### config.mk
export PLATFORM = sky130hd
export DESIGN_NAME = dhash_ctrl
export DESIGN_NICKNAME = d
export VERILOG_FILES = /design/src/rtl/dhash_ctrl.sv
export SDC_FILE = /design/constraint.sdc
export NUM_CORES = 1
export LEC_CHECK = 0
export CAP_MARGIN = 20
export CORE_ASPECT_RATIO = 0.6
export CORE_MARGIN = 3
export CORE_UTILIZATION = 42
export DETAILED_ROUTE_END_ITERATION = 8
export HOLD_SLACK_MARGIN = 0.06
export PLACE_DENSITY = 0.88
export SYNTH_ARGS = -nofsm -noshare
export SYNTH_HDL_FRONTEND = slang
export SYNTH_SLANG_ARGS = --single-unit
### constraint.sdc
create_clock -name clk_i -period 2.1 [get_ports clk_i]
set_input_delay 0.42 -clock clk_i [delete_from_list [all_inputs] [get_ports clk_i]]
set_output_delay 0.42 -clock clk_i [all_outputs]
set_load 0.02 [all_outputs]
### src/rtl/dhash_ctrl.sv
// dhash_ctrl - sequencer for the dHash difference-hash datapath.
//
// On start, it reads one ROWS x COLS greyscale thumbnail from the thumbnail
// RAM and streams it row-major to the hash datapath, tagging each pixel with
// its row and column. It then waits for the datapath result, captures the
// hash and offers it downstream on a valid/ready handshake.
//
// Ports:
//   clk_i, rst_ni      clock (rising edge), asynchronous active-low reset
//   start_i            start request, sampled only in IDLE
//   base_addr_i        RAM address of pixel (0,0), sampled with start_i
//   busy_o             high in every state except IDLE
//   mem_rd_en_o        RAM read strobe
//   mem_addr_o         RAM read address
//   mem_rd_data_i      RAM data, valid one cycle after mem_rd_en_o
//   hash_clr_o         one-cycle clear of the datapath shift register
//   hash_pix_vld_o     hash_pix_o / hash_row_o / hash_col_o valid
//   hash_pix_o         pixel to the datapath
//   hash_row_o         row index of hash_pix_o
//   hash_col_o         column index of hash_pix_o
//   hash_vld_i         datapath result valid pulse
//   hash_in_i          datapath result
//   out_valid_o        captured hash available
//   out_ready_i        downstream accept
//   out_hash_o         captured hash
//   err_o              one-cycle pulse when the datapath result times out
//   perf_cycles_o      start-to-first-out_valid cycle count
//
// Build option DHASH_CTRL_PERF_EN: when defined, perf_cycles_o is a
// saturating count of cycles from start acceptance to the first out_valid
// cycle, held until the next start. When undefined it is tied to zero.
//
// State table:
//   state       | meaning
//   S_IDLE      | waiting for start
//   S_CLEAR     | hash_clr pulse to the datapath
//   S_FETCH     | one RAM read per cycle, ROWS*COLS reads
//   S_DRAIN     | last pixel presented, early hash_vld accepted
//   S_WAIT_HASH | waiting for hash_vld with timeout
//   S_OUTPUT    | out_valid held until out_ready

`timescale 1ns/1ps

module dhash_ctrl #(
  parameter int PIX_WIDTH  = 8,
  parameter int ROWS       = 8,
  parameter int COLS       = 9,
  parameter int ADDR_WIDTH = 10,
  parameter int HASH_WIDTH = 64,
  parameter int TIMEOUT    = 15
) (
  input  logic                  clk_i,
  input  logic                  rst_ni,
  input  logic                  start_i,
  input  logic [ADDR_WIDTH-1:0] base_addr_i,
  output logic                  busy_o,
  output logic                  mem_rd_en_o,
  output logic [ADDR_WIDTH-1:0] mem_addr_o,
  input  logic [PIX_WIDTH-1:0]  mem_rd_data_i,
  output logic                  hash_clr_o,
  output logic                  hash_pix_vld_o,
  output logic [PIX_WIDTH-1:0]  hash_pix_o,
  output logic [3:0]            hash_row_o,
  output logic [3:0]            hash_col_o,
  input  logic                  hash_vld_i,
  input  logic [HASH_WIDTH-1:0] hash_in_i,
  output logic                  out_valid_o,
  input  logic                  out_ready_i,
  output logic [HASH_WIDTH-1:0] out_hash_o,
  output logic                  err_o,
  output logic [15:0]           perf_cycles_o
);

  localparam int TMR_W = (TIMEOUT > 1) ? $clog2(TIMEOUT) : 1;
  localparam logic [TMR_W-1:0] TMR_LOAD = TMR_W'(TIMEOUT - 1);
  localparam logic [3:0] LAST_ROW = 4'(ROWS - 1);
  localparam logic [3:0] LAST_COL = 4'(COLS - 1);

  typedef enum logic [2:0] {
    S_IDLE,
    S_CLEAR,
    S_FETCH,
    S_DRAIN,
    S_WAIT_HASH,
    S_OUTPUT
  } state_t;

  state_t                state_q;
  logic                  busy_q;
  logic                  rd_en_q;
  logic [ADDR_WIDTH-1:0] addr_q;
  logic [3:0]            rd_row_q;
  logic [3:0]            rd_col_q;
  logic                  clr_q;
  logic                  pix_vld_q;
  logic [3:0]            pix_row_q;
  logic [3:0]            pix_col_q;
  logic                  out_valid_q;
  logic [HASH_WIDTH-1:0] out_hash_q;
  logic                  err_q;
  logic [TMR_W-1:0]      tmr_q;

  always_ff @(posedge clk_i or negedge rst_ni) begin
    if (!rst_ni) begin
      state_q     <= S_IDLE;
      busy_q      <= 1'b0;
      rd_en_q     <= 1'b0;
      addr_q      <= '0;
      rd_row_q    <= '0;
      rd_col_q    <= '0;
      clr_q       <= 1'b0;
      pix_vld_q   <= 1'b0;
      pix_row_q   <= '0;
      pix_col_q   <= '0;
      out_valid_q <= 1'b0;
      out_hash_q  <= '0;
      err_q       <= 1'b0;
      tmr_q       <= '0;
    end else begin
      clr_q     <= 1'b0;
      err_q     <= 1'b0;
      // The pixel tag trails the read by one cycle, lining up with the RAM data.
      pix_vld_q <= rd_en_q;
      pix_row_q <= rd_row_q;
      pix_col_q <= rd_col_q;

      case (state_q)
        S_IDLE: begin
          if (start_i) begin
            state_q  <= S_CLEAR;
            busy_q   <= 1'b1;
            clr_q    <= 1'b1;
            addr_q   <= base_addr_i;
            rd_row_q <= '0;
            rd_col_q <= '0;
          end
        end

        S_CLEAR: begin
          state_q <= S_FETCH;
          rd_en_q <= 1'b1;
        end

        S_FETCH: begin
          if (rd_row_q == LAST_ROW && rd_col_q == LAST_COL) begin
            state_q <= S_DRAIN;
            rd_en_q <= 1'b0;
          end else begin
            // Row-major scan is contiguous, so base + r*COLS + c is a simple
            // increment; the address wraps modulo 2^ADDR_WIDTH.
            addr_q <= addr_q + 1'b1;
            if (rd_col_q == LAST_COL) begin
              rd_col_q <= '0;
              rd_row_q <= rd_row_q + 4'd1;
            end else begin
              rd_col_q <= rd_col_q + 4'd1;
            end
          end
        end

        S_DRAIN: begin
          tmr_q <= TMR_LOAD;
          if (hash_vld_i) begin
            state_q     <= S_OUTPUT;
            out_valid_q <= 1'b1;
            out_hash_q  <= hash_in_i;
          end else begin
            state_q <= S_WAIT_HASH;
          end
        end

        S_WAIT_HASH: begin
          if (hash_vld_i) begin
            state_q     <= S_OUTPUT;
            out_valid_q <= 1'b1;
            out_hash_q  <= hash_in_i;
          end else if (tmr_q == '0) begin
            state_q <= S_IDLE;
            busy_q  <= 1'b0;
            err_q   <= 1'b1;
          end else begin
            tmr_q <= tmr_q - 1'b1;
          end
        end

        S_OUTPUT: begin
          if (out_ready_i) begin
            state_q     <= S_IDLE;
            busy_q      <= 1'b0;
            out_valid_q <= 1'b0;
          end
        end

        default: begin
          state_q <= S_IDLE;
          busy_q  <= 1'b0;
          rd_en_q <= 1'b0;
        end
      endcase
    end
  end

  assign busy_o         = busy_q;
  assign mem_rd_en_o    = rd_en_q;
  assign mem_addr_o     = addr_q;
  assign hash_clr_o     = clr_q;
  assign hash_pix_vld_o = pix_vld_q;
  // RAM output is already registered; gate it so idle cycles present zero.
  assign hash_pix_o     = pix_vld_q ? mem_rd_data_i : '0;
  assign hash_row_o     = pix_row_q;
  assign hash_col_o     = pix_col_q;
  assign out_valid_o    = out_valid_q;
  assign out_hash_o     = out_hash_q;
  assign err_o          = err_q;

`ifdef DHASH_CTRL_PERF_EN
  logic [15:0] perf_q;
  logic [15:0] perf_d;

  // The accepting cycle counts as cycle 1, so the value seen on the first
  // out_valid cycle equals the start-to-out_valid latency.
  always_comb begin
    perf_d = perf_q;
    if (state_q == S_IDLE) begin
      if (start_i) begin
        perf_d = 16'd1;
      end
    end else if (state_q != S_OUTPUT && perf_q != 16'hFFFF) begin
      perf_d = perf_q + 16'd1;
    end
  end

  always_ff @(posedge clk_i or negedge rst_ni) begin
    if (!rst_ni) begin
      perf_q <= '0;
    end else begin
      perf_q <= perf_d;
    end
  end

  assign perf_cycles_o = perf_q;
`else
  assign perf_cycles_o = '0;
`endif

endmodule

### Yosys cells after proc, flatten, opt, wreduce, memory -nomap -nowiden

Index checks and enable logic that the tools add are counted.

* flip-flop bits (word level): 103
* input bits: 87
* output and inout bits: 112
* word-level logic and storage cells: 89

* add/sub/neg operators: 4
* equal/unequal tests: 17
* multiplexer cells: 35
* bitwise gates (word level): 2
* reduce and logical (&&, ||, !) cells: 17

Operators by type and width (count)
* $mux 4: 7
* $pmux 4 s2: 3
* $mux 10: 2
* $pmux 10 s2: 1
* $pmux 3 s6: 1
* $ne 2x2->1 const B: 8
* $mux 3: 5
* $mux 1: 12
* $add 10x1->10 const B: 1
* $reduce_and 3->1: 3
* $add 4x1->4 const B: 2
* $mux 8: 1
* $reduce_and 4->1: 2
* $eq 3x2->1 const B: 2
* $eq 3x3->1 const B: 2
* $reduce_bool 2->1: 3
* $reduce_and 5->1: 1
* $eq 4x3->1 const B: 1
* $eq 4x4->1 const B: 1
* $logic_not 4->1: 1
* $pmux 1 s4: 1
* $reduce_and 2->1: 2
* $reduce_or 4->1: 1
* $sub 4x1->4 const B: 1
* 10 further kinds: 11

### Depth between registers and ports, before layout

Gate-level depths: netlist of run 1.

* word-level depth: 4
* mapped depth: 7
* mapped depth without buffers: 6

### Worst setup path after synthesis of run 1

OpenSTA, ideal clock, no wires.

* kind: register to register
* start: reg state_q[1]
* end: reg out_hash_q[10] (netlist: out_hash_o[10])
* setup time: 0.125 ns
* arrival time: 1.666 ns
* data required time: 1.975 ns
* slack: 0.309 ns
* cell stages (with the launch flop): 7
* buffers on the path: 2
* period minus slack after synthesis: 1.791 ns
* cells stage by stage: dfrtp_1 -> buf_2 -> and2b_1 -> and2_1 -> o21ai_4 -> buf_4 -> mux2_2

* longest elaborated chain between the ends: 3
* elaborated cells on any way between the ends: 4
* those cells by class: eq/ne: 2; reduce/logical: 2

RTL lines
* start, declared: RTL line 88 `state_t state_q;`
* start signal, assigned: RTL line 105 `state_q <= S_IDLE;`
* start signal, assigned: RTL line 130 `state_q <= S_CLEAR;`
* start signal, assigned: RTL line 140 `state_q <= S_FETCH;`
* $eq 3x3->1 or $eq 3x2->1 (tied branches): RTL line 127 `case (state_q)`
* $reduce_or 2->1 (no source line) *
* $reduce_and 2->1 (no source line) *
* end signal, assigned: RTL line 166 `out_hash_q <= hash_in_i;`
* end signal, assigned: RTL line 176 `out_hash_q <= hash_in_i;`
* end, declared: RTL line 99 `logic [HASH_WIDTH-1:0] out_hash_q;`

Every way passes the cells marked *; elsewhere a longest branch is shown, timed or not.
A chain may end at the register's enable or synchronous reset.

### Worst setup path in the final report of run 1

* start: in mem_rd_data_i[6]
* end: out hash_pix_o[6]

* longest elaborated chain between the ends: 1

RTL lines
* start, declared: RTL line 59 `input logic [PIX_WIDTH-1:0] mem_rd_data_i,`
* $mux 8: RTL line 209 `assign hash_pix_o = pix_vld_q ? mem_rd_data_i : '0;`
* end, declared: RTL line 62 `output logic [PIX_WIDTH-1:0] hash_pix_o,`

Every way passes these cells.

==> run_results.csv, run 1 <==
group,metric,value,unit
outcome,status,"finished, final reports clean",
worst_setup_path,crit_path_max_fanout,1,
clock_network,insertion_delay,0.34,ns
synth,ys_warn_count,0,
finish,instances_no_fill,694,
synth,synthTopCellsByArea,"dfrtp_1 57%, mux2_2 15%, buf_4 3.6%, o21ai_0 2.3%, a21oi_1 1.7%",
timing,setup_viol,0,
pwr,power,10.4,mW
placement,dp_hpwl,8.45,mm
timing,slew_violations,0,
pwr,p_sw_share,37.3,%
pwr,netSwitchingPower,3.89,mW
finish,n_antenna_cell,0,
worst_setup_path,critPathTopFamily,"buffers and inverters",
pwr,pwr-share-clk,16.8,%
pwr,combPwrFrac,49.4,%
worst_setup_path,crit_buf_inv,2,
worst_setup_path,startpoint_type,"input pin",
synth,ys_async_sr_fraction,100,%
timing,fin_tns_setup,0,ns
timing,tightestPinTransition,0.560,ns
clock_network,numCtsBuffers,9,
global_routing,grt_use_met1,24.0,%
pwr,leakage,2.89,nW
clock_network,h-tree-depth,3,
worst_setup_path,crit_chain,"clkdlybuf4s50_1, and2_1, clkdlybuf4s50_1",
clock_network,cts_tree,"yes",
global_routing,grt_max_degree,104,
floorplan,core.rowCount,28,
placement,placed_cells,674,
global_routing,first_global_vias,3749,
worst_setup_path,crit_slowest_cell,"clkdlybuf4s50_1",
placement,place.gp.congestion,0.794,
worst_setup_path,crit_path_max_incr_delay,0.59,ns
clock_network,clk_pin_slew,0.07,ns
timing,max_freq,490,MHz
flow_run,maxCapViolations,0,
clock_network,cts_buffer_depth,2,
synth,synthDistinctLibCells,57,
synth,synth_commonest_cells,"103 x dfrtp_1, 60 x mux2_2, 22 x buf_4",
floorplan,die_area,12100,um^2
route,drtIter0Drc,167,
timing,rsz0062_at_grt,"false",
timing,clock-skew-final,0.00756,ns
worst_setup_path,worst_ep_required_time,1.68,ns
synth,yosysMostFrequentCell,"dfrtp_1",
route,vias_per_cell,5.17,
worst_setup_path,arrival,1.62,ns
hold_path,hp-class,"input pin to asynchronous set/reset pin",
worst_setup_path,cp-end-kind,"output port",
synth,ys_ff_latch,103,
synth,synth_top_area_share,56.8,%
global_routing,met3_usage,7.77,%
route,drt_pass1_iterations,4,
clock_network,cts.sinks,103,
global_routing,grtUsageMet2,32.3,%
timing,hold_viol_final,0,
floorplan,core,10200,um^2
synth,synth-edff-count,0,
finish,layout-drive-gt1-share,17.7,%
synth,syn_avg_cell_area,12.5,um^2
synth,synth_area,4540,um^2
finish,regArea,2580,um^2
finish,fin_nets,646,
pwr,internal-power,6.55,mW
global_routing,grt_pass1_wl,18.9,mm
worst_setup_path,crit_top_cell,"clkdlybuf4s50_1",
route,dr_total_vias,3590,
finish,syn2layout_area_growth,50.7,%
floorplan,start_util,44.5,%
route,wl_per_cell,17.0,um
route,wl,11.8,mm
placement,port_buffers,182,
finish,fill_cells,742,
floorplan,io_pins,199,
global_routing,antenna_found_initial,0,
route,drc,0,
synth,ys.flop_type,"dfrtp_1",
pwr,seqPwrFrac,33.8,%
global_routing,grt.busiest_layer,"met2",
global_routing,grt-ovfl-total,0,
route,ant_nets,0,
floorplan,dieHeight,86.5,um
floorplan,dieWidth,140,um
global_routing,grt_usage,19.4,%
synth,yosysSeqAreaShare,56.8,%
synth,synthCells,364,
timing,post-route-min-period,2.04,ns
worst_setup_path,crit_type,"input pin to output port",
timing,fin_crit_sh,97.1,%
timing,maxSlewHeadroom,62.7,%
pwr,p_per_area,1530,nW/um^2
pwr,vdd_drop_max,0.776,mV
synth,yosys.area.top_type,"dfrtp_1",
finish,multiInputGateArea,1760,um^2
clock_network,cts_root_buf,"clkbuf_16",
==> power groups by stage <==
stage	clock network (mW)	registers (mW)	logic [mW]
after floorplan	0	4.39	1.85
after global placement	0	3.47	4.95
after detailed placement	0	3.55	5.10
after CTS	1.78	3.53	5.13
after global routing	1.87	3.68	5.51
final	1.75	3.53	5.15
==> layout by cell type, fill, tap and decap left out, types with 2 or more instances in the layout <==
master           count
ha_1                 5
a311o_1              2
a31oi_1              4
and2_1               9
mux2i_1              4
clkbuf_16           10
nor4b_1              2
nand3b_1             2
mux2_2              60
mux2_1               5
a2bb2oi_1            2
a221oi_1             2
nand2_1             13
dfrtp_1            103
inv_1                9
o21ai_0             21
clkdlybuf4s50_1    181
nand3_1             11
o211ai_1             2
nand2b_1             2
nor2_1              16
o22ai_1              3
buf_12               2
nand4_1              6
a21oi_1             15
buf_4               13
and3_1               4
clkbuf_8             3
conb_1              16
==> worst reg2reg max path, delay by kind of cell (launching register included) <==
family / cells / cell delay, ns
buffers and inverters: 1 / 0.29
AO/OA/AOI/OAI: 1 / 0.25
AND/OR/NAND/NOR: 2 / 0.50
flip-flops: 1 / 0.47
multiplexers: 1 / 0.36
==> final cells by class <==
cell class,count,area share (%)
flip-flops and latches,103,37.7
repair buffers,197,28.9
multi-input cells,234,25.8
clock buffers,12,3.90
well taps,135,2.47
clock inverters,4,0.750
inverters,9,0.494
==> cells by family (layout without fill, tap and decap cells) <==
family | count (synthesis) | in the layout | synth area share, %
DFF | 103 | 103 | 56.8
and+or+nand+nor | 82 | 82 | 10.4
muxes | 69 | 69 | 17.0
AOI/OAI and AO/OA | 61 | 61 | 8.55
buffers and inverters | 42 | 222 | 5.52
adders and majority gates | 5 | 5 | 1.38
other | 1 | 16 | 0.0827
xor gates and xnor gates | 1 | 1 | 0.193
==> flip-flops by register name (all words and copies together) (netlist names), 3 cells and up <==
register,cells
rd_col_q,4
state_q,3
out_hash_o,64
hash_col_o,4
hash_row_o,4
tmr_q,4
mem_addr_o,10
rd_row_q,4
==> routing by layer <==
| layer | vias to the layer above | share of wire (%) |
|---|---|---|
| met5 | - | 0 |
| met4 | 0 | 0.65 |
| met3 | 6 | 8.9 |
| met2 | 145 | 50 |
| met1 | 1786 | 41 |
| li1 | 1653 | - |
==> path summary, 6_finish.rpt <==
path	from	to	slack (ns)	cells past startpoint
worst max-delay path	mem_rd_data_i[6]	hash_pix_o[6]	0.06	3
worst max register to register	state_q[2]$_DFFE_PN0P_	out_hash_o[44]$_DFFE_PN0P_	0.12	5
min in group clk_i	rd_col_q[3]$_DFFE_PN0P_	hash_col_o[3]$_DFF_PN0_	0.44	0
worst min-delay path	rst_ni	hash_row_o[0]$_DFF_PN0_	0.12	2
max in group asynchronous	rst_ni	mem_addr_o[1]$_DFFE_PN0P_	1.54	2
worst min register to register	rd_col_q[3]$_DFFE_PN0P_	hash_col_o[3]$_DFF_PN0_	0.44	0
==> metrics by stage <==
stage	cell area, um^2	worst slack (ns)	hold slack (ns)	util [%]
finish	6840	0.0607	0.122	67.1
detailed placement	6470	0.0000653	0.418	63.5
global route	6840	0.00162	0.170	67.1
CTS	6790	0.0409	0.166	66.6
floorplan	4590	0.309	0.124	-
global placement	6470	0.0523	0.418	63.5
==> what timing repair did <==
item,in CTS,in global routing
gates resized for setup,0,1
setup buffers,0,3
setup endpoints to repair,0,61
hold buffers,0,0
Note: power is estimated with default switching activity, not from simulation.
==> run 2: changes to the inputs <==
--- a/config.mk
+++ b/config.mk
@@ -10,8 +10,8 @@
 export CORE_MARGIN = 3
 export CORE_UTILIZATION = 42
 export DETAILED_ROUTE_END_ITERATION = 8
-export HOLD_SLACK_MARGIN = 0.06
-export PLACE_DENSITY = 0.88
+export HOLD_SLACK_MARGIN = 0.03
+export PLACE_DENSITY = 0.8
 export SYNTH_ARGS = -nofsm -noshare
 export SYNTH_HDL_FRONTEND = slang
 export SYNTH_SLANG_ARGS = --single-unit
==> run 2 against run 1 <==
  * Design area decreased by 0.51%
  * Critical endpoint unchanged
  * Highest routed layer unchanged
  * Non-clock buffer count increased by 1
  * Flip-flop and latch count unchanged
  * Critical path depth unchanged
  * Critical path type unchanged
  * Hold slack got worse by 0.083 ns
  * Largest power group unchanged
==> run_results.csv, run 2 (same netlist as run 1, synthesis figures left out) <==
group,metric,value,unit
outcome,status,"finished, final reports clean",
flow_run,maxCapViolations,0,
floorplan,start_util,44.5,%
route,dr_total_vias,3574,
route,wl_per_cell,16.9,um
worst_setup_path,crit_path_max_incr_delay,0.60,ns
worst_setup_path,crit_type,"input pin to output port",
clock_network,cts_buffer_depth,2,
worst_setup_path,r2r-end,"tmr_q[3]$_DFFE_PN0P_",
finish,fin_nets,647,
global_routing,grt_usage,19.3,%
timing,slew_violations,0,
pwr,p_per_area,1510,nW/um^2
finish,fin_area,6800,um^2
global_routing,grt-ovfl-total,0,
finish,layout_common_cells,"181 x clkdlybuf4s50_1, 103 x dfrtp_1, 60 x mux2_2, 21 x o21ai_0",
finish,n_antenna_cell,0,
floorplan,core.rowCount,28,
placement,place.gp.congestion,0.803,
timing,setup_viol,0,
clock_network,clk_pin_slew,0.06,ns
route,drt_pass1_iterations,5,
pwr,vdd_drop_max,0.873,mV
placement,dp_hpwl,8.82,mm
route,vias_per_cell,5.14,
pwr,leakage,2.87,nW
global_routing,first_global_vias,3635,
clock_network,cts_root_buf,"clkbuf_16",
worst_setup_path,r2r_cells,5,
route,drtIter0Drc,246,
floorplan,io_pins,199,
worst_setup_path,startpoint_type,"input pin",
timing,rsz0062_at_grt,"false",
worst_setup_path,crit_slowest_cell,"clkdlybuf4s50_1",
floorplan,dieHeight,86.5,um
timing,fin_crit_sh,96.6,%
worst_setup_path,endpoint,"hash_pix_o[6]",
route,ant_nets,0,
floorplan,core,10200,um^2
placement,port_buffers,182,
global_routing,antenna_found_initial,0,
floorplan,die_area,12100,um^2
timing,hold_viol_final,0,
clock_network,cts_tree,"yes",
worst_setup_path,crit_top_cell,"clkdlybuf4s50_1",
timing,max_freq,493,MHz
route,wl,11.7,mm
clock_network,numCtsBuffers,9,
clock_network,cts_hold_buf,0,
clock_network,ctsResizeCount,0,
finish,syn2layout_area_growth,50.0,%
timing,fin_ws,0.0719,ns
clock_network,post_cts_buffers,0,
global_routing,grt_max_degree,51,
finish,largest_reg_flops,64,
finish,layout-drive-gt1-share,17.3,%
clock_network,h-tree-depth,3,
worst_setup_path,worst_ep_required_time,1.68,ns
floorplan,dieWidth,140,um
worst_setup_path,cp-end-kind,"output port",
worst_setup_path,arrival,1.61,ns
worst_setup_path,crit_chain,"clkdlybuf4s50_1, and2_1, clkdlybuf4s50_1",
placement,placed_area,6510,um^2
worst_setup_path,regToRegSetupSlack,0.15,ns
clock_network,cts.sinks,103,
worst_setup_path,r2r-start,"state_q[2]$_DFFE_PN0P_",
timing,post-route-min-period,2.03,ns
clock_network,insertion_delay,0.33,ns
hold_path,hp-class,"input pin to asynchronous set/reset pin",
worst_setup_path,worstSetupStartpoint,"mem_rd_data_i[6]",
placement,place_ws,-0.0609,ns
worst_setup_path,crit_path_max_fanout,1,
finish,final_common_cell,"clkdlybuf4s50_1",
route,drc,0,
timing,clock-skew-final,0.00570,ns
finish,post-route-util,66.7,%
global_routing,grt_pass1_wl,18.7,mm
[run 2: per-stage QoR]
| step | hold WS (ns) | TNS, ns | std cells | total power [mW] |
|---|---|---|---|---|
| after global routing | 0.0734 | 0 | 695 | 10.9 |
| final | 0.0389 | 0 | 695 | 10.3 |
| after global placement | 0.408 | 0 | 679 | 8.50 |
| after CTS | 0.0519 | 0 | 695 | 10.4 |
| after floorplan | 0.124 | 0 | 379 | 6.25 |
| after detailed placement | 0.418 | -0.0666 | 679 | 8.68 |
[run 2: cell type report]
| type | instances | area (um^2) |
|---|---|---|
| flip-flops and latches | 103 | 2580 |
| inverters | 9 | 33.8 |
| clock inverters | 3 | 42.5 |
| clock buffers | 13 | 250 |
| multi-input cells | 234 | 1760 |
| fillers | 737 | 3390 |
| repair buffers | 198 | 1960 |
| well taps | 135 | 169 |
[run 2: critical path, delay by kind of cell]
family | cells | cell delay, ns
buffers and inverters | 2 | 1.06
AND/OR/NAND/NOR | 1 | 0.13
[run 2: how the worst min path moves through the flow]
stage	slack, ns	depth (start not counted)	end
2_1_floorplan	0.12	0	busy_o$_DFFE_PN0P_
3_3_place_gp	0.41	1	hash_row_o[0]$_DFF_PN0_
3_5_place_dp	0.42	1	mem_addr_o[8]$_DFFE_PN0P_
4_1_cts	0.05	1	hash_row_o[1]$_DFF_PN0_
5_1_grt	0.07	1	hash_row_o[1]$_DFF_PN0_
6_report	0.04	1	hash_row_o[1]$_DFF_PN0_
[run 2: power by group]
group / leakage (nW) / internal [mW] / switching (mW)
Combinational: 1.50 / 2.63 / 2.51
Clock: 0.140 / 0.956 / 0.685
Sequential: 1.24 / 2.88 / 0.636
Total: 2.87 / 6.46 / 3.83
[run 2: routing by layer]
layer | share of wire, % | track usage (%) | vias to the layer above | wire, um
li1 | - | - | 1661 | -
met1 | 41 | 24.6 | 1730 | 4850
met2 | 46 | 30.5 | 167 | 5450
met3 | 11 | 8.93 | 16 | 1310
met4 | 1.1 | 4.05 | 0 | 133
met5 | 0 | 0 | - | 0
==> run 3: changes to the inputs <==
--- a/config.mk
+++ b/config.mk
@@ -8,10 +8,11 @@
 export CAP_MARGIN = 20
 export CORE_ASPECT_RATIO = 0.6
 export CORE_MARGIN = 3
-export CORE_UTILIZATION = 42
+export CORE_UTILIZATION = 44
+export CTS_BUF_LIST = sky130_fd_sc_hd__clkbuf_2
 export DETAILED_ROUTE_END_ITERATION = 8
 export HOLD_SLACK_MARGIN = 0.03
-export PLACE_DENSITY = 0.8
+export PLACE_DENSITY = 0.83
 export SYNTH_ARGS = -nofsm -noshare
 export SYNTH_HDL_FRONTEND = slang
 export SYNTH_SLANG_ARGS = --single-unit
==> run 3 against run 2 <==
  * Hold slack improved by 0.29 ns
  * Sequential share of layout area is 0.37 points higher
  * Critical endpoint is now out_hash_o[26]
  * Clock power down 38%
  * Worst setup slack improved by 0.024 ns
  * Design area decreased by 0.72%
  * Critical path type is now flip-flop to output port
==> run_results.csv, run 3 (same netlist as run 1, synthesis figures left out) <==
group,metric,value,unit
outcome,status,"finished, final reports clean",
timing,clock-skew-final,0.00976,ns
global_routing,grt_max_degree,65,
route,wl_per_cell,16.4,um
timing,hold_viol_final,0,
global_routing,grt_usage,19.6,%
timing,holdWs,0.334,ns
pwr,vdd_drop_max,0.759,mV
global_routing,grt_pass1_wl,18.0,mm
finish,fin_nets,647,
worst_setup_path,startpoint_type,"flip-flop",
floorplan,dieHeight,84.6,um
worst_setup_path,crit_path_max_incr_delay,0.62,ns
finish,n_antenna_cell,0,
global_routing,antenna_found_initial,0,
route,drtIter0Drc,262,
pwr,netSwitchingPower,3.74,mW
finish,layout_common_cells,"110 x clkdlybuf4s50_1, 98 x dfrtp_1, 60 x mux2_2, 51 x dlymetal6s2s_1, 21 x o21ai_0",
route,drc,0,
timing,slew_violations,0,
worst_setup_path,arrival,1.58,ns
floorplan,core.rowCount,28,
floorplan,die_area,11600,um^2
timing,fin_crit_sh,95.4,%
timing,tightestPinTransition,0.528,ns
floorplan,io_pins,199,
worst_setup_path,crit_type,"flip-flop to output port",
timing,setup_viol,0,
clock_network,numCtsBuffers,9,
clock_network,insertion_delay,0.56,ns
route,dr_total_vias,3536,
placement,dp_hpwl,8.48,mm
finish,syn2layout_area_growth,48.9,%
worst_setup_path,crit_slowest_cell,"clkdlybuf4s50_1",
pwr,leakage,3.34,nW
placement,port_buffers,182,
finish,final_common_cell,"clkdlybuf4s50_1",
route,drt_pass1_iterations,4,
clock_network,cts_buffer_depth,2,
worst_setup_path,crit_buf_inv,1,
clock_network,cts.sinks,103,
finish,layout-drive-gt1-share,18.4,%
floorplan,start_util,45.6,%
worst_setup_path,cp-end-kind,"output port",
pwr,p_sw_share,39.8,%
global_routing,grt-ovfl-total,0,
worst_setup_path,critPathTopFamily,"buffers and inverters",
route,ant_nets,0,
timing,fin_ws,0.0959,ns
pwr,p_per_area,1390,nW/um^2
worst_setup_path,crit_path_max_fanout,2,
clock_network,cts_root_buf,"clkbuf_2",
timing,max_freq,499,MHz
timing,maxSlewHeadroom,64.8,%
clock_network,h-tree-depth,3,
pwr,pwr-share-clk,10.8,%
worst_setup_path,r2r-start,"rd_col_q[0]$_DFFE_PN0P_",
worst_setup_path,worstSetupStartpoint,"out_hash_o[26]$_DFFE_PN0P_",
pwr,seqPwrFrac,36.9,%
clock_network,clk_pin_slew,0.25,ns
flow_run,maxCapViolations,0,
clock_network,cts_tree,"yes",
floorplan,dieWidth,137,um
placement,place_ws,-0.00323,ns
timing,post-route-min-period,2.00,ns
floorplan,core,9950,um^2
pwr,combPwrFrac,52.3,%
worst_setup_path,crit_chain,"clkdlybuf4s50_1",
hold_path,hp-class,"input pin to asynchronous set/reset pin",
global_routing,first_global_vias,3674,
worst_setup_path,worst_ep_required_time,1.68,ns
finish,largest_reg_flops,64,
placement,place.gp.congestion,0.841,
pwr,internal-power,5.67,mW
route,vias_per_cell,5.09,
route,wl,11.4,mm
## run 3: path summary, 6_finish.rpt
path	endpoint	slack [ns]	cells past startpoint
worst max register to register	mem_addr_o[0]$_DFFE_PN0P_	0.12	7
min in group clk_i	mem_addr_o[1]$_DFFE_PN0P_	0.40	3
worst min-delay path	out_hash_o[38]$_DFFE_PN0P_	0.33	2
max in group asynchronous	state_q[2]$_DFFE_PN0P_	1.12	3
worst min register to register	hash_col_o[3]$_DFF_PN0_	0.47	0
worst max-delay path	out_hash_o[26]	0.1	1
## run 3: area by class of cell
class,count,area (um^2)
clock buffer,9,45.0
fill,736,3200
timing repair buffer,198,2070
multi-input combinational,234,1760
sequential,103,2580
tap,135,169
clock inverter,7,87.6
inverter,9,33.8
## run 3: what timing repair did
item,4_1_cts,5_1_grt
resized for setup,22,55
endpoints found under the setup margin,21,65
setup buffers,1,1
endpoints found under the hold margin,37,0
hold buffers,1,0
## run 3: metrics by stage
step / instance area, um^2 / setup TNS [ns] / total power, mW / cells / util, %
finish: 6750 / 0 / 9.41 / 695 / 67.9
global route: 6750 / -0.0533 / 10.0 / 695 / 67.9
CTS: 6610 / 0 / 9.60 / 694 / 66.5
detailed placement: 6490 / -0.00323 / 8.66 / 676 / 65.2
global placement: 6490 / 0 / 8.46 / 676 / 65.2
floorplan: 4590 / 0 / 6.25 / 379 / -
## run 3: power by group through the flow
stage	Clock (mW)	Sequential, mW	Combinational [mW]
3_3_place_gp	0	3.47	4.99
4_1_cts	1.06	3.49	5.05
3_5_place_dp	0	3.54	5.12
2_1_floorplan	0	4.39	1.85
5_1_grt	1.14	3.63	5.26
6_report	1.02	3.48	4.92
## run 3: per-layer routing
metal	global-route usage (%)	wire (um)	vias to the layer above
li1	-	-	1661
met1	24.6	4560	1706
met3	8.68	1180	14
met2	31.4	5490	155
met5	0	0	-
met4	4.62	156	0
